===== src/rtl/blink_mem_arbiter.sv =====
// Shares the 22-bit memory bus between the Z80 and the LCD fetch engine.
// The CPU has priority; a starvation counter hands the bus to the LCD when it has waited too long.
module blink_mem_arbiter #(
  parameter int ACC_CYCLES = 3,
  parameter int STARVE_MAX = 8
) (
  input  logic        mck,
  input  logic        rin_n,
  input  logic        cpu_req,
  input  logic        cpu_we,
  input  logic [21:0] cpu_addr,
  input  logic [7:0]  cpu_wdata,
  output logic [7:0]  cpu_rdata,
  output logic        cpu_done,
  output logic        cpu_stall,
  input  logic        lcd_req,
  input  logic [21:0] lcd_addr,
  output logic [7:0]  lcd_rdata,
  output logic        lcd_done,
  output logic [21:0] mem_addr,
  output logic        mem_ce_n,
  output logic        mem_oe_n,
  output logic        mem_we_n,
  output logic [7:0]  mem_wdata,
  input  logic [7:0]  mem_rdata
);

  typedef enum logic [1:0] {IDLE, CPU_ACC, LCD_ACC, TURN} state_t;

  localparam logic [3:0] ACC_LAST   = 4'(ACC_CYCLES - 1);
  localparam logic [3:0] WE_LAST    = 4'(ACC_CYCLES - 2);
  localparam logic [7:0] STARVE_LIM = 8'(STARVE_MAX);

  state_t     state, state_nxt;
  logic [3:0] acc_cnt, acc_nxt;
  logic [7:0] starve_cnt;
  logic       cpu_served;
  logic       acc_we, we_nxt;
  logic       cpu_pend, grant_cpu, grant_lcd, acc_last, in_acc_nxt;
  logic       ce_n_nxt, oe_n_nxt, we_n_nxt;

  always_comb begin
    cpu_pend   = cpu_req & ~cpu_served;
    cpu_stall  = cpu_pend;
    acc_last   = (acc_cnt == ACC_LAST);
    grant_cpu  = 1'b0;
    grant_lcd  = 1'b0;
    state_nxt  = state;
    acc_nxt    = acc_cnt;
    case (state)
      IDLE: begin
        if (cpu_pend && lcd_req && (starve_cnt >= STARVE_LIM)) grant_lcd = 1'b1;
        else if (cpu_pend)                                      grant_cpu = 1'b1;
        else if (lcd_req)                                       grant_lcd = 1'b1;
        if (grant_cpu) begin
          state_nxt = CPU_ACC;
          acc_nxt   = 4'd0;
        end else if (grant_lcd) begin
          state_nxt = LCD_ACC;
          acc_nxt   = 4'd0;
        end
      end
      CPU_ACC, LCD_ACC: begin
        if (acc_last) state_nxt = TURN;
        else          acc_nxt   = acc_cnt + 4'd1;
      end
      TURN:    state_nxt = IDLE;
      default: state_nxt = IDLE;
    endcase

    we_nxt = grant_cpu ? cpu_we : (grant_lcd ? 1'b0 : acc_we);

    // Strobes are computed from the next state so they come straight off flops.
    in_acc_nxt = (state_nxt == CPU_ACC) || (state_nxt == LCD_ACC);
    ce_n_nxt   = ~in_acc_nxt;
    oe_n_nxt   = ~(in_acc_nxt & ~we_nxt);
    we_n_nxt   = ~(in_acc_nxt & we_nxt & (acc_nxt >= 4'd1) & (acc_nxt <= WE_LAST));
  end

  always_ff @(posedge mck or negedge rin_n) begin
    if (!rin_n) begin
      state      <= IDLE;
      acc_cnt    <= 4'd0;
      acc_we     <= 1'b0;
      starve_cnt <= 8'd0;
      cpu_served <= 1'b0;
      mem_addr   <= 22'd0;
      mem_wdata  <= 8'd0;
      mem_ce_n   <= 1'b1;
      mem_oe_n   <= 1'b1;
      mem_we_n   <= 1'b1;
      cpu_rdata  <= 8'd0;
      lcd_rdata  <= 8'd0;
      cpu_done   <= 1'b0;
      lcd_done   <= 1'b0;
    end else begin
      state    <= state_nxt;
      acc_cnt  <= acc_nxt;
      acc_we   <= we_nxt;
      mem_ce_n <= ce_n_nxt;
      mem_oe_n <= oe_n_nxt;
      mem_we_n <= we_n_nxt;
      cpu_done <= 1'b0;
      lcd_done <= 1'b0;

      if (grant_cpu) begin
        mem_addr  <= cpu_addr;
        mem_wdata <= cpu_wdata;
      end else if (grant_lcd) begin
        mem_addr  <= lcd_addr;
      end

      if (state == CPU_ACC && acc_last) begin
        cpu_done <= 1'b1;
        if (!acc_we) cpu_rdata <= mem_rdata;
      end
      if (state == LCD_ACC && acc_last) begin
        lcd_done  <= 1'b1;
        lcd_rdata <= mem_rdata;
      end

      if (!lcd_req || grant_lcd)                         starve_cnt <= 8'd0;
      else if (state != LCD_ACC && starve_cnt != 8'hFF) starve_cnt <= starve_cnt + 8'd1;

      // A held request is served once; it must drop before it can be served again.
      if (!cpu_req)                          cpu_served <= 1'b0;
      else if (state == CPU_ACC && acc_last) cpu_served <= 1'b1;
    end
  end

endmodule


===== config.mk =====
export PLATFORM = sky130hd
export DESIGN_NAME = blink_mem_arbiter
export DESIGN_NICKNAME = d
export VERILOG_FILES = /design/src/rtl/blink_mem_arbiter.sv
export SDC_FILE = /design/constraint.sdc
export NUM_CORES = 1
export LEC_CHECK = 0
export CAP_MARGIN = 20
export CORE_ASPECT_RATIO = 0.5
export CORE_MARGIN = 2
export CORE_UTILIZATION = 47
export DETAILED_ROUTE_END_ITERATION = 12
export PLACE_DENSITY = 0.82
export SYNTH_ARGS = -nofsm -noshare
export SYNTH_HDL_FRONTEND = slang
export SYNTH_SLANG_ARGS = --single-unit

===== constraint.sdc =====
create_clock -name mck -period 5.2 [get_ports mck]
set_clock_uncertainty 0.2 [all_clocks]
set_input_delay 0.52 -clock mck [delete_from_list [all_inputs] [get_ports mck]]
set_output_delay 0.52 -clock mck [all_outputs]
set_load 0.01 [all_outputs]

; Word-level counts from Yosys, hierarchy flattened
; Cells that the tools add are included.
[totals]
ff_bits = 67
inputBits = 65
output_inout_bits = 52
word_cells = 79
[classes]
add_sub_neg = 2
order_cmp = 3
n_eq_ne = 9
n_mux = 27
bitwise_logic = 11
n_reduce_logical = 13
[op_table]
columns = op, count
row1 = 2-to-1 mux 22 bit, 2
row2 = 2-to-1 mux 8 bit, 2
row3 = 2-to-1 mux 1 bit, 15
row4 = 2-to-1 mux 4 bit, 3
row5 = adder 8 x 1 -> 8 bit (second input constant), 1
row6 = >= comparator 8 x 4 -> 1 bit (second input constant), 1
row7 = != test 8 bit (second input constant), 1
row8 = case mux 4 bit (2 select lines), 1
row9 = equality test 2 bit (second input constant), 3
row10 = 2-to-1 mux 2 bit, 3
row11 = NOT 1 bit, 6
row12 = case mux 2 bit (3 select lines), 1
row13 = AND 1 bit, 5
row14 = logical AND 1 bit, 5
row15 = adder 4 x 1 -> 4 bit (second input constant), 1
row16 = equality test 2 x 1 -> 1 bit (second input constant), 2
row17 = equality test 4 x 2 -> 1 bit (second input constant), 1
row18 = >= comparator 4 x 1 -> 1 bit (second input constant), 1
row19 = less-or-equal comparator 4 x 1 -> 1 bit (second input constant), 1
row20 = nonzero test 2 bit, 2
row21 = logical NOT 2 bit, 1
row22 = logical OR 1 bit, 2
row23 = != test 2 x 1 -> 1 bit (second input constant), 1
row24 = != test 2 bit (second input constant), 1
row25 = other kinds (3), 3

; Depth between registers and ports, before layout
; Gate-level depths: netlist (run 1).
[logic_depth]
depth_word = 15
mapped_depth = 8

; Worst setup path after synthesis (run 1)
; OpenSTA, ideal clock, no wires.
[synth_timing]
kind = reg-to-reg
start = register acc_cnt[0]
end = register cpu_rdata[0]
setup_ns = 0.125
arrival_time_ns = 1.871
t_required_ns = 4.875
path_slack_ns = 3.004
path_stages_with_launch = 8
cell_sequence = dfrtp_1 > inv_1 > ha_1 > nor3b_1 > and2_1 > nor2b_1 > buf_2 > mux2_2
[synth_between]
elab_chain_len = 3
[synth_rtl]
columns = item, line_no
row1 = start: declaration, 35  ; logic [3:0] acc_cnt, acc_nxt;
row2 = start signal: assignment, 98  ; acc_cnt <= acc_nxt;
row3 = equality test 4 x 2 -> 1 bit, 45  ; acc_last = (acc_cnt == ACC_LAST);
row4 = logical AND 1 bit, 113  ; if (state == CPU_ACC && acc_last) begin
row5 = AND reduction 2 bit (no line), n/a
row6 = end signal: assignment, 115  ; if (!acc_we) cpu_rdata <= mem_rdata;
row7 = end: declaration, 13  ; output logic [7:0] cpu_rdata,
; Every way passes these cells.
; A chain may end at the register's enable or synchronous reset.

; Final worst setup path (run 1)
[layout_timing]
start = register acc_cnt[0]
end = register cpu_rdata[4]
; Same word-level chain as after synthesis.

==> summary by stage, run 1 <==
Run status
The flow ran to the end, and the final reports show no timing, DRC or antenna violations.

Timing
The final critical-path share of the clock period is a little under three fifths. For the finished layout, the period the worst path requires is 2930 ps. The hold violation count in the final report is 0. The final count of pins violating max slew is 0. At the pin with the least slew margin, the transition time is just over 800 ps.

Timing would allow up to 341 MHz. The count of endpoints failing setup in the final report is 0. Setup repair after global routing left no endpoint under its margin. The worst hold slack is between 150 and 200 ps. After routing, the total negative slack on setup checks comes to 0 ps.

Measured against its own limit, the worst slew margin works out to between 40% and 50%.

Synth
The top cell type by area accounts for between 50% and 60% of the synthesized area. The synthesized design spends more area on one cell type than any other, namely sky130_fd_sc_hd__dfrtp_1. The fraction of the yosys area taken by sequential cells is 55.6%.

The synthesized netlist occupies a cell area of 3020 sq um. The main flop type after synthesis is sky130_fd_sc_hd__dfrtp_1. Synthesis instantiated 38 different standard cells from the library. Counting every net in the synthesized netlist gives 334. Yosys mapped a number of flops with a built-in enable equal to 0. Averaged over all synthesized cells, the footprint is ~12 sq um. By instance count, the leading cell after synthesis is sky130_fd_sc_hd__dfrtp_1. In this run, synthesis produced a sequential element count of 67. The commonest cells after synthesis are sky130_fd_sc_hd__dfrtp_1, sky130_fd_sc_hd__nand2_1, sky130_fd_sc_hd__o21ai_0. The fraction of registers with async set or reset after synthesis is between 90% and 100%.

The number of standard cells after synthesis is about 260. The Yosys step of the flow raised 0 warnings. In the post-synthesis netlist, the biggest area contributors are sky130_fd_sc_hd__dfrtp_1, sky130_fd_sc_hd__mux2_2, sky130_fd_sc_hd__mux2i_1.

Routing
The average detailed-routed wire length per instance is around 16 microns. The number of vias after detailed routing is ~2400. The remaining design rule violation count is 0.

The final wirelength is a little under 8000 microns. The via density per instance is around 5.0. The number of optimization iterations in the first detailed-route pass is 4.

The count of antenna-violating nets left after detailed routing is 0. After the first detailed-routing iteration, the DRC count stood at 83.

Layout
Of the cells placed in the final design, the portion with a size suffix greater than 1 is 14.5%. The area occupied by multi-input gates is between 1000 and 1500 sq um. The filler cells instantiated in the layout total around 420. The layout net count is ~450. The number of antenna cells inserted is 0. The number of non-filler instances in the completed layout is 473. Compared with the post-synthesis result, the final layout area differs by 51.1%.

With fillers left out, the area of the finished cells amounts to roughly 4600 sq um. The sequential standard cell area is approximately 1700 sq um.

GRT
The pin count of the biggest net entering global routing is about 70. The first-pass GRT wire length is 11600 microns. Summed over all layers, the global routing overflow is 0. The aggregate global-route resource usage is about a fifth. The number of antenna violations at the first check in global routing was 0. The number of global-route vias before repair was between 2000 and 2500.

Place
Summing all placed instances gives a cell area of 4260 sq um. The routability congestion estimate from global placement is 0.797. The count of buffers inserted at the top-level ports is 116. Including well taps, the total number of placed cells is 457. The HPWL after detailed placement is around 5400 microns.

CTS
Clock-pin slew was measured on the worst setup and hold paths at roughly 50 ps. The number of clock sinks seen by CTS is 67. CTS built an H-tree with a depth of 3. The number of buffers inserted during clock tree synthesis is 9. TritonCTS built the clock tree. The post-CTS repair timing setup buffer count is 0. The source-to-sink clock delay at the later pin of the worst-skew pair is around 320 ps. The clock passes through at most 2 buffers. The number of buffers inserted for hold repair after clock tree synthesis is 0. The quantity of gates resized following cts is 0. The tree is rooted in a sky130_fd_sc_hd__clkbuf_16.

Worst setup path
For the worst flop-to-flop path, the logic depth is 6. The launching element type of the critical path is a register. The required time reported for the critical path endpoint is ~5200 ps.

The beginning of the critical path is acc_cnt[0]$_DFF_PN0_. The worst setup path is captured at a register. At the worst endpoint, the arrival time is approximately 3000 ps. In this run the worst path has a maximum fanout of 8. The critical path is of the register to register type. The setup slack on the worst flop-to-flop path is ~2300 ps. The startpoint of the worst register-to-register path is acc_cnt[0]$_DFF_PN0_.

The worst register-to-register path ends at cpu_rdata[4]$_DFFE_PN0P_.

Die
The core footprint is roughly 6000 sq um. The floorplan step defined a die boundary enclosing slightly above 7000 sq um. The floorplan has 20 rows. Measured along the x axis, the die boundary spans roughly 120 microns.

117 I/O pins were placed. The initial utilization of the core area, before any placement, comes to 49.3%. The floorplan die height is roughly 60 microns.

Pwr
Per report_power, the sequential group accounts for 33.8% of the total. Summed over all cells, the static leakage comes to 2.07 nW. Summed over all nets, the switching power comes to between 800 and 900 uW. The total chip power is 2.59 mW. The worst supply voltage drop on vdd is around 220 uV. Cell internal power was estimated by the tool at 1.73 mW. The switching share of power is between 30% and 40%. The portion of total power attributed to the clock network is between 20 and 25%. The power density of the placed cells is 568 nW/um^2. The combinational fraction of design power is between 40 and 50%.

Hold path
The worst hold path belongs to the class input port to async pin.

Flow run
Max-cap violations in this run came to 0.
==> power by group through the flow <==
stage / Clock (mW) / Combinational, mW / Sequential [mW]
after floorplan: 0 / 0.499 / 0.957
after global placement: 0 / 1.10 / 0.863
after detailed placement: 0 / 1.14 / 0.880
after CTS: 0.572 / 1.14 / 0.872
after global routing: 0.596 / 1.24 / 0.901
final: 0.564 / 1.15 / 0.877
==> logic make-up (layout without fill, tap and decap cells) <==
family	Yosys count	in the layout	synth area share (%)
AND/OR/NAND/NOR	68	68	10.9
flip-flops	67	67	55.6
multiplexers	47	47	16.6
AO/OA/AOI/OAI	43	43	8.36
buffers and inverters	22	146	3.27
adder cells (fa/ha/maj)	8	8	3.31
XOR/XNOR	6	6	1.99
==> through the flow <==
| step | setup slack (ps) | utilization, % |
|---|---|---|
| 2_1_floorplan | 3000 | - |
| 3_3_place_gp | 2300 | 69.6 |
| 3_5_place_dp | 2250 | 69.6 |
| 4_1_cts | 2280 | 74.1 |
| 5_1_grt | 2080 | 74.4 |
| 6_report | 2270 | 74.4 |
==> placed cells by master (no fill, tap or decap), types with 2 or more instances in the layout <==
| cell | count |
|---|---|
| sky130_fd_sc_hd__o21ai_2 | 2 |
| sky130_fd_sc_hd__buf_4 | 2 |
| sky130_fd_sc_hd__nor2_1 | 13 |
| sky130_fd_sc_hd__inv_1 | 12 |
| sky130_fd_sc_hd__nor3_1 | 3 |
| sky130_fd_sc_hd__xnor2_1 | 3 |
| sky130_fd_sc_hd__o21a_1 | 2 |
| sky130_fd_sc_hd__nor2b_1 | 4 |
| sky130_fd_sc_hd__xor2_1 | 2 |
| sky130_fd_sc_hd__clkdlybuf4s50_1 | 115 |
| sky130_fd_sc_hd__clkinv_2 | 2 |
| sky130_fd_sc_hd__dfstp_2 | 3 |
| sky130_fd_sc_hd__mux2i_1 | 23 |
| sky130_fd_sc_hd__clkbuf_16 | 9 |
| sky130_fd_sc_hd__mux2_2 | 24 |
| sky130_fd_sc_hd__nand2_1 | 31 |
| sky130_fd_sc_hd__dfrtp_1 | 64 |
| sky130_fd_sc_hd__o21ai_0 | 29 |
| sky130_fd_sc_hd__and2_1 | 2 |
| sky130_fd_sc_hd__clkbuf_8 | 3 |
| sky130_fd_sc_hd__a21oi_1 | 3 |
| sky130_fd_sc_hd__ha_1 | 8 |
| sky130_fd_sc_hd__nand3_1 | 5 |
==> final cells by class <==
cell class              count  area share (%)
inverters                  12           0.987
multi-input cells         172            27.5
well taps                  88            2.41
clock inverters             2           0.219
repair buffers            119            26.1
flip-flops and latches     67            36.8
clock buffers              13            5.92
==> flip-flops by register name (all words and copies together), names as in the netlist <==
name	flops
mem_wdata	8
mem_oe_n	1
acc_cnt	4
acc_we	1
starve_cnt	8
cpu_served	1
lcd_done	1
mem_we_n	1
mem_addr	22
mem_ce_n	1
cpu_rdata	8
cpu_done	1
state	2
lcd_rdata	8
==> worst max-delay path by stage <==
stage	end	slack (ps)	depth (start not counted)
after floorplan	cpu_rdata[0]$_DFFE_PN0P_	3000	7
after global placement	mem_wdata[0]$_DFFE_PN0P_	2300	5
after detailed placement	mem_addr[6]$_DFFE_PN0P_	2250	6
after CTS	cpu_rdata[1]$_DFFE_PN0P_	2280	6
after global routing	cpu_rdata[4]$_DFFE_PN0P_	2080	6
final	cpu_rdata[4]$_DFFE_PN0P_	2270	6
==> critical path, stage by stage (launching register included) <==
cell	delay (ps)
sky130_fd_sc_hd__dfrtp_1	440
sky130_fd_sc_hd__inv_1	90
sky130_fd_sc_hd__ha_1	140
sky130_fd_sc_hd__nor3b_1	590
sky130_fd_sc_hd__and2_1	280
sky130_fd_sc_hd__nor2b_1	640
sky130_fd_sc_hd__mux2_2	420
==> routing by layer <==
metal	track usage, %	vias up	share of wire, %
met5	0	-	0
met1	23.5	1172	40
met4	7.57	0	2.1
li1	-	1132	-
met2	39.4	59	53
met3	7.52	14	4.3
Note: power is estimated with default switching activity, not from simulation.
==> inputs of run 2 (changes only) <==
--- a/config.mk
+++ b/config.mk
@@ -8,9 +8,9 @@
 export CAP_MARGIN = 20
 export CORE_ASPECT_RATIO = 0.5
 export CORE_MARGIN = 2
-export CORE_UTILIZATION = 47
+export CORE_UTILIZATION = 39
 export DETAILED_ROUTE_END_ITERATION = 12
-export PLACE_DENSITY = 0.82
+export PLACE_DENSITY = 0.72
 export SYNTH_ARGS = -nofsm -noshare
 export SYNTH_HDL_FRONTEND = slang
 export SYNTH_SLANG_ARGS = --single-unit
==> constraint.sdc (replaced) <==
create_clock -name mck -period 2.5 [get_ports mck]
set_clock_uncertainty 0.2 [all_clocks]
set_input_delay 0.25 -clock mck [delete_from_list [all_inputs] [get_ports mck]]
set_output_delay 0.25 -clock mck [all_outputs]
set_load 0.01 [all_outputs]
==> run 2 against run 1 <==
Against the previous run: hold slack improved by 97 ps; sequential power increased by 110%; final cell count rose by 3.2%; first-iteration DRC count grew 46%; largest power group unchanged; worst setup slack worse by 2000 ps.
==> summary by stage, run 2 (synthesis gave the netlist of run 1 again) <==
Run status
The flow ran to the end, and the final reports show no timing, DRC or antenna violations.

Routing
The final wirelength is 7560 microns (-2.0%). The count of antenna-violating nets left after detailed routing is 0 (unchanged). The average detailed-routed wire length per instance is 15.5 microns (-5.0%). The number of optimization iterations in the first detailed-route pass is 4 (unchanged). The violation count after the first detailed-route iteration is 121 (+46%). The remaining design rule violation count is 0 (unchanged). The via density per instance is 4.88 (-2.9%). The number of vias after detailed routing was 2381 (+0.17%).

Pwr
The portion of total power attributed to sequential cells came to 32.3% (-1.5 points). The static leakage is 2.13 nW (+2.7%). The net switching power figure was 1.82 mW (+110%). The combinational fraction of design power was 43.1% (-1.3 points). The switching share of power is 32.3% (-0.95 points). The power density of the placed cells came to 1200 nW/um^2 (+110%). The portion of total power attributed to the clock network is 24.6% (+2.9 points).

The internal cell power came to 3.83 mW (+120%). The worst supply voltage drop on vdd was 486 uV (+120%).

CTS
The number of levels the H-tree was split into came to 3 (unchanged). The source-to-sink clock delay at the later pin of the worst-skew pair is 330 ps (about the same). The maximum count of clock buffers along a single path is 2 (unchanged).

The cell sitting at the root of the clock tree is a sky130_fd_sc_hd__clkbuf_16. The number of buffers inserted during clock tree synthesis was 9 (unchanged). The number of clock sinks seen by CTS is 67 (unchanged). The TritonCTS clock tree is built. The post-CTS repair timing setup buffer count came to 0 (unchanged). The clock transition at the register clock pins on the worst setup and hold paths after CTS was 60 ps (about the same).

Hold path
Along the worst hold path, the cell count comes to 2. The startpoint identified for the worst hold timing path is mem_addr[21]$_DFFE_PN0P_. The min-delay analysis places its worst path in the category register to register.

GRT
The total congestion overflow is 0 (unchanged). The pin count of the biggest net entering global routing was 68 (unchanged). The aggregate global-route resource usage is 18.0% (-3.1 points). The number of antenna violations at the first check in global routing is 0 (unchanged).

The number of global-route vias before repair is 2442 (+1.4%). The first-pass GRT wire length is 11500 microns (-0.53%).

Flow run
The max-capacitance violation count is 0 (unchanged).

Worst setup path
The depth of the most critical reg-to-reg path is 8 (+2). The setup slack on the worst flop-to-flop path is 280 ps (-1990 ps). The critical path is of the register to register type. The beginning of the critical path is acc_cnt[0]$_DFF_PN0_.

STA classifies the critical path endpoint as a register. STA classifies the critical path startpoint as a register. The required time reported for the critical path endpoint came to 2510 ps (-2690 ps). The arrival time of the worst setup path is 2230 ps (-700 ps).

The worst register-to-register path begins at acc_cnt[0]$_DFF_PN0_. The maximum net fanout on the critical path is 8 (unchanged).

Die
The initial cell density of the core is 40.8% (-8.5 points). The area of the die is 8510 sq um (+19%). The x dimension of the die is 128 microns (+9.4%). The core footprint was 7400 sq um (+21%). The total number of placement rows is 22 (+10%). The floorplan die height is 66.2 microns (+9.1%). The I/O pin total is 117 (unchanged).

Layout
Leaving out fill and tap cells, the most frequent cells in the layout are sky130_fd_sc_hd__clkdlybuf4s50_1, sky130_fd_sc_hd__dfrtp_1, sky130_fd_sc_hd__nand2_1, sky130_fd_sc_hd__o21ai_0, sky130_fd_sc_hd__mux2_2. The flip-flop count of the largest register after layout is 22 (unchanged). The share of cells above drive strength 1 is 16.1% (+1.5 points). The number of non-filler instances in the completed layout is 488 (+3.2%).

The library cell used most frequently in the layout, excluding fill and tap cells, is sky130_fd_sc_hd__clkdlybuf4s50_1. The area added between synthesis and finish is 55.3%. Counting flops per register, the top entry is mem_addr. The layout net count is 460 (+1.3%).

The number of antenna cells inserted is 0 (unchanged).

Timing
The post-route minimum period is 2220 ps (-709 ps). The hold violation count in the final report is 0 (unchanged). The final critical-path share of the clock period is 88.8% (+32 points).

The worst relative slew slack is 43.9% (-0.74 points). Setup repair after global routing left no endpoint under its margin. The final count of pins violating max slew came to 0 (unchanged).

The count of endpoints failing setup in the final report is 0 (unchanged). The maximum achievable frequency is 450 MHz (+32%). The post-route setup TNS was 0 ps (unchanged). The transition at the pin with the smallest max-transition slack is 841 ps (+11.1 ps).

Place
The number of cells after detailed placement was 471 (+3.1%). The count of buffers inserted at the top-level ports was 116 (unchanged). The HPWL after detailed placement came to 5590 microns (+3.1%). The routability congestion estimate from global placement is 0.817 (+2.6%).
[run 2: changes by cell type in the layout (fill, tap and decap cells not counted), sizes merged]
cell         before  now
clkbuf           13   11
buf               4    9
dlygate4sd3       0    1
bufinv            0    2
clkinvlp          0    1
[run 2: critical path, stage by stage, from the launching register on]
cell and delay [ps]:
sky130_fd_sc_hd__dfrtp_1 440, sky130_fd_sc_hd__inv_1 90, sky130_fd_sc_hd__ha_1 130, sky130_fd_sc_hd__nor3b_1 190
sky130_fd_sc_hd__buf_4 180, sky130_fd_sc_hd__and2_1 180, sky130_fd_sc_hd__nor2b_1 160, sky130_fd_sc_hd__buf_4 190
sky130_fd_sc_hd__mux2_2 350
[run 2: what timing repair did]
item / 4_1_cts / 5_1_grt
resized for setup: 0 / 0
endpoints found under the setup margin: 0 / 0
hold buffers: 1 / 0
endpoints found under the hold margin: 64 / 0
[run 2: layer usage]
layer / vias up / wire (microns) / share of wire [%] / track usage, %
met4: 0 / 73 / 0.97 / 5.77
met2: 48 / 4210 / 56 / 35.0
met3: 8 / 263 / 3.5 / 5.42
met5: - / 0 / 0 / 0
met1: 1179 / 3020 / 40 / 18.9
li1: 1146 / - / - / -
[run 2: layout make-up]
class	instances	area (sq um)
Inverter	12	45.0
Sequential cell	67	1680
Timing Repair Buffer	125	1250
Multi-Input combinational cell	172	1260
Fill cell	548	2710
Clock buffer	11	253
Clock inverter	5	85.1
Tap cell	96	120
[run 2: path summary, 6_finish.rpt]
| check | end |
|---|---|
| worst min-delay path | mem_addr[21]$_DFFE_PN0P_ |
| worst max register to register | cpu_rdata[6]$_DFFE_PN0P_ |
| min in group asynchronous | state[1]$_DFF_PN0_ |
| worst max-delay path | cpu_rdata[6]$_DFFE_PN0P_ |
| worst min register to register | mem_addr[21]$_DFFE_PN0P_ |
| max in group asynchronous | mem_addr[1]$_DFFE_PN0P_ |
[run 2: power by group through the flow]
| stage | clock network (mW) | registers [mW] | logic (mW) |
|---|---|---|---|
| 6_report | 1.39 | 1.82 | 2.44 |
| 4_1_cts | 1.42 | 1.82 | 2.48 |
| 3_3_place_gp | 0 | 1.80 | 2.39 |
| 5_1_grt | 1.47 | 1.88 | 2.63 |
| 2_1_floorplan | 0 | 1.99 | 1.04 |
| 3_5_place_dp | 0 | 1.84 | 2.46 |
[run 2: through the flow]
| stage | setup slack [ps] | total power [mW] | util, % | hold slack, ps | instance area (sq um) |
|---|---|---|---|---|---|
| floorplan | 304 | 3.03 | - | -246 | 3020 |
| global placement | 123 | 4.19 | 58.7 | 263 | 4340 |
| detailed placement | 105 | 4.29 | 58.7 | 270 | 4340 |
| CTS | 276 | 5.72 | 63.4 | 275 | 4690 |
| global route | 133 | 5.98 | 63.4 | 289 | 4690 |
| finish | 280 | 5.65 | 63.4 | 277 | 4690 |
==> inputs of run 3 (changes only) <==
--- a/config.mk
+++ b/config.mk
@@ -5,12 +5,13 @@
 export SDC_FILE = /design/constraint.sdc
 export NUM_CORES = 1
 export LEC_CHECK = 0
+export ABC_AREA = 1
 export CAP_MARGIN = 20
 export CORE_ASPECT_RATIO = 0.5
 export CORE_MARGIN = 2
-export CORE_UTILIZATION = 39
+export CORE_UTILIZATION = 40
 export DETAILED_ROUTE_END_ITERATION = 12
-export PLACE_DENSITY = 0.72
+export PLACE_DENSITY = 0.73
 export SYNTH_ARGS = -nofsm -noshare
 export SYNTH_HDL_FRONTEND = slang
 export SYNTH_SLANG_ARGS = --single-unit
==> run 3 against run 2 <==
Against the previous run: core utilization is 3.2 points lower; power is 2.4% lower; maximum frequency is 0.98% higher; critical endpoint is now mem_addr[6]$_DFFE_PN0P_; highest routed layer unchanged; global-route usage is 1.0 points higher.
==> summary by stage, run 3 <==
Flow run
The max-capacitance violation count is 0 (unchanged).

Worst setup path
The launching element type of the critical path is a register. The maximum net fanout on the critical path is 30 (+22). The worst setup path is captured at a register. The arrival time of the worst setup path is 2220 ps (about the same). The critical path in this run is classified as register to register. The required time reported for the critical path endpoint was 2520 ps (about the same).

Die
The x dimension of the die is 131 microns (+2.1%). The floorplan die height is 67.6 microns (+2.0%). The I/O pin total is 117 (unchanged). The area of the die is 8870 sq um (+4.2%). The core footprint is 7910 sq um (+6.9%). The total number of placement rows is 23 (+4.5%). The initial cell density of the core is 40.9% (+0.078 points).

Timing
The maximum achievable frequency is 455 MHz (+0.98%). The worst hold slack is 264 ps (-12.5 ps). The count of endpoints failing setup in the final report came to 0 (unchanged).

The final count of pins violating max slew is 0 (unchanged). The post-route setup TNS came to 0 ps (unchanged). The post-route minimum period is 2200 ps (-21.5 ps). The hold violation count in the final report was 0 (unchanged). Setup repair after global routing left no endpoint under its margin.

The worst relative slew slack is 52.0% (+8.0 points). The transition at the pin with the smallest max-transition slack is 721 ps (-120 ps). The final critical-path share of the clock period is 88.0% (-0.86 points).

GRT
The pin count of the biggest net entering global routing is 68 (unchanged). The aggregate global-route resource usage came to 19.0% (+1.0 points). The total congestion overflow is 0 (unchanged). The met1 demand-to-capacity share in global routing is 23.0% (+4.1 points).

The met2 layer usage reported by global route is 33.0% (-1.9 points). The number of global-route vias before repair is 2679 (+9.7%). The number of antenna violations at the first check in global routing is 0 (unchanged). The first-pass GRT wire length was 13200 microns (+15%). The global routing stage identified its most utilized layer as met2.

The fraction of met3 tracks used by global routing came to 6.08% (+0.66 points).

Synth
The number of standard cells after synthesis is 369 (+41%). In the post-synthesis netlist, the biggest area contributors are sky130_fd_sc_hd__dfrtp_1, sky130_fd_sc_hd__nand2_1, sky130_fd_sc_hd__nor2_1. The main flop type after synthesis is sky130_fd_sc_hd__dfrtp_1. The synthesized netlist net count came to 442 (+32%). The number of unique standard cell types used by synthesis is 29 (-24%). The number of warning messages in the yosys log is 0 (unchanged). The fraction of the yosys area taken by sequential cells was 51.9% (-3.7 points). The register bit count reported by yosys is 67 (unchanged).

The most common cell in the netlist is sky130_fd_sc_hd__nand2_1. The fraction of registers with async set or reset after synthesis is 100% (unchanged). By count the netlist is led by sky130_fd_sc_hd__nand2_1, sky130_fd_sc_hd__dfrtp_1, sky130_fd_sc_hd__nor2_1. The proportion of netlist area held by the largest area contributor came to 49.5% (-3.5 points). The post-synthesis instance area is 3240 sq um (+7.1%). The most area-hungry cell type in the Yosys netlist is sky130_fd_sc_hd__dfrtp_1.

The average footprint of a synthesized cell was 8.77 sq um (-24%). The number of enable flip-flop cells after synthesis is 0 (unchanged).

Layout
The share of cells above drive strength 1 came to 12.8% (-3.2 points). The layout net count is 559 (+22%). The number of antenna cells inserted was 0 (unchanged). The flip-flop count of the largest register after layout came to 22 (unchanged). The area added between synthesis and finish is 47.2%. Leaving out fill and tap cells, the most frequent cell in the layout is sky130_fd_sc_hd__clkdlybuf4s50_1. The register bank with the most flops is mem_addr. Leaving out fill and tap cells, the most frequent cells in the layout are sky130_fd_sc_hd__clkdlybuf4s50_1, sky130_fd_sc_hd__nand2_1, sky130_fd_sc_hd__dfrtp_1, sky130_fd_sc_hd__nor2_1, sky130_fd_sc_hd__inv_1. The fill cell total of the finished layout is 722 (+32%).

Pwr
The worst supply voltage drop on vdd is 406 uV (-17%). The net switching power figure was 2.00 mW (+9.8%). The static leakage is 2.24 nW (+5.4%).

The combinational fraction of design power came to 46.8% (+3.7 points). The switching share of power is 36.3% (+4.0 points). The portion of total power attributed to sequential cells is 33.1% (+0.8 points). The power density of the placed cells is 1160 nW/um^2 (-3.8%). The internal cell power is 3.52 mW (-8.2%). The portion of total power attributed to the clock network came to 20.1% (-4.5 points).

Hold path
The worst hold path belongs to the class input port to register.

Routing
The remaining design rule violation count is 0 (unchanged). The average detailed-routed wire length per instance is 13.1 microns (-16%). The count of antenna-violating nets left after detailed routing is 0 (unchanged). The number of vias after detailed routing is 2787 (+17%). The number of optimization iterations in the first detailed-route pass was 5 (+1). The via density per instance was 4.62 (-5.3%).

The violation count after the first detailed-route iteration is 134 (+11%). The final wirelength is 7880 microns (+4.2%).

CTS
The number of levels the H-tree was split into is 3 (unchanged). The source-to-sink clock delay at the later pin of the worst-skew pair is 330 ps (about the same). The clock transition at the register clock pins on the worst setup and hold paths after CTS is 50 ps (about the same).

The number of clock sinks seen by CTS was 67 (unchanged). The maximum count of clock buffers along a single path is 2 (unchanged). The quantity of gates resized following cts is 0 (unchanged).

TritonCTS built the clock tree. The post-CTS repair timing setup buffer count is 0 (unchanged). The CTS root buffer is sky130_fd_sc_hd__clkbuf_16.

The number of buffers inserted for hold repair after clock tree synthesis was 1 (unchanged). The number of buffers inserted during clock tree synthesis was 9 (unchanged).

Place
The routability congestion estimate from global placement is 0.802 (-1.8%). The count of buffers inserted at the top-level ports is 116 (unchanged). The HPWL after detailed placement was 5630 microns (+0.81%).

Run status
The run finished with clean final reports.
## run 3: cell count changes in the layout (fill, tap and decap cells not counted), sizes merged, moves of 4 or more
cell	before	now
nand2	31	101
nor2	13	57
inv	12	44
mux2	24	0
mux2i	23	0
o31ai	1	22
a21oi	3	15
o21ai	33	26
buf	9	4
nor2b	4	0
## run 3: logic make-up (layout without fill, tap and decap cells)
| kind of cell | after synthesis | count (layout) | synth area share [%] |
|---|---|---|---|
| xor+xnor | 1 | 1 | 0.271 |
| fa+ha+maj | 8 | 8 | 3.09 |
| buf+inv | 58 | 180 | 7.89 |
| simple gates | 169 | 169 | 21.7 |
| compound gates | 66 | 66 | 15.1 |
| flops | 67 | 67 | 51.9 |
## run 3: worst paths after layout
path,startpoint,to,slack (ps),cells after the start
max,state[1]$_DFF_PN0_,mem_addr[6]$_DFFE_PN0P_,300,6
min,cpu_wdata[3],mem_wdata[3]$_DFFE_PN0P_,260,3
max reg2reg,state[1]$_DFF_PN0_,mem_addr[6]$_DFFE_PN0P_,300,6
max in group asynchronous,rin_n,mem_ce_n$_DFF_PN1_,1510,3
min in group asynchronous,rin_n,starve_cnt[4]$_DFFE_PN0P_,270,3
min reg2reg,mem_wdata[2]$_DFFE_PN0P_,mem_wdata[2]$_DFFE_PN0P_,280,2
## run 3: cell type report
class | instances | area (sq um) | share of cell area (%)
timing repair buffer | 120 | 1210 | 25.5
clock buffer | 13 | 240 | 5.04
multi-input combinational | 244 | 1310 | 27.5
sequential | 67 | 1680 | 35.3
tap | 112 | 140 | 2.94
clock inverter | 3 | 15.0 | 0.315
inverter | 44 | 165 | 3.47
## run 3: layer usage
layer  vias up  wire, microns  part of all wire [%]
met5         -              0                     0
li1       1402              -                     -
met4         0            148                   1.9
met1      1312           3500                    44
met3        13            340                   4.3
met2        60           3890                    49
## run 3: power by group through the flow
stage | clock network, mW | logic [mW] | registers [mW]
finish | 1.11 | 2.58 | 1.83
global route | 1.19 | 2.86 | 1.89
global placement | 0 | 2.56 | 1.82
detailed placement | 0 | 2.61 | 1.84
floorplan | 0 | 1.23 | 2.01
CTS | 1.14 | 2.62 | 1.83
## run 3: through the flow
| stage | util (%) | worst slack (ps) | instances | area (sq um) | power (mW) |
|---|---|---|---|---|---|
| after floorplan | - | 745 | 369 | 3240 | 3.24 |
| after global placement | 56.8 | 263 | 586 | 4500 | 4.38 |
| after detailed placement | 56.8 | 173 | 586 | 4500 | 4.45 |
| after CTS | 60.2 | 277 | 603 | 4760 | 5.58 |
| after global routing | 60.2 | 70.9 | 603 | 4760 | 5.93 |
| final | 60.2 | 301 | 603 | 4760 | 5.52 |
## run 3: critical path, cell delays in order, from the launching register on
cell	delay, ps
sky130_fd_sc_hd__dfrtp_1	430
sky130_fd_sc_hd__inv_1	120
sky130_fd_sc_hd__ha_1	410
sky130_fd_sc_hd__nand2_4	170
sky130_fd_sc_hd__inv_2	420
sky130_fd_sc_hd__nor2_1	90
sky130_fd_sc_hd__o31ai_1	240
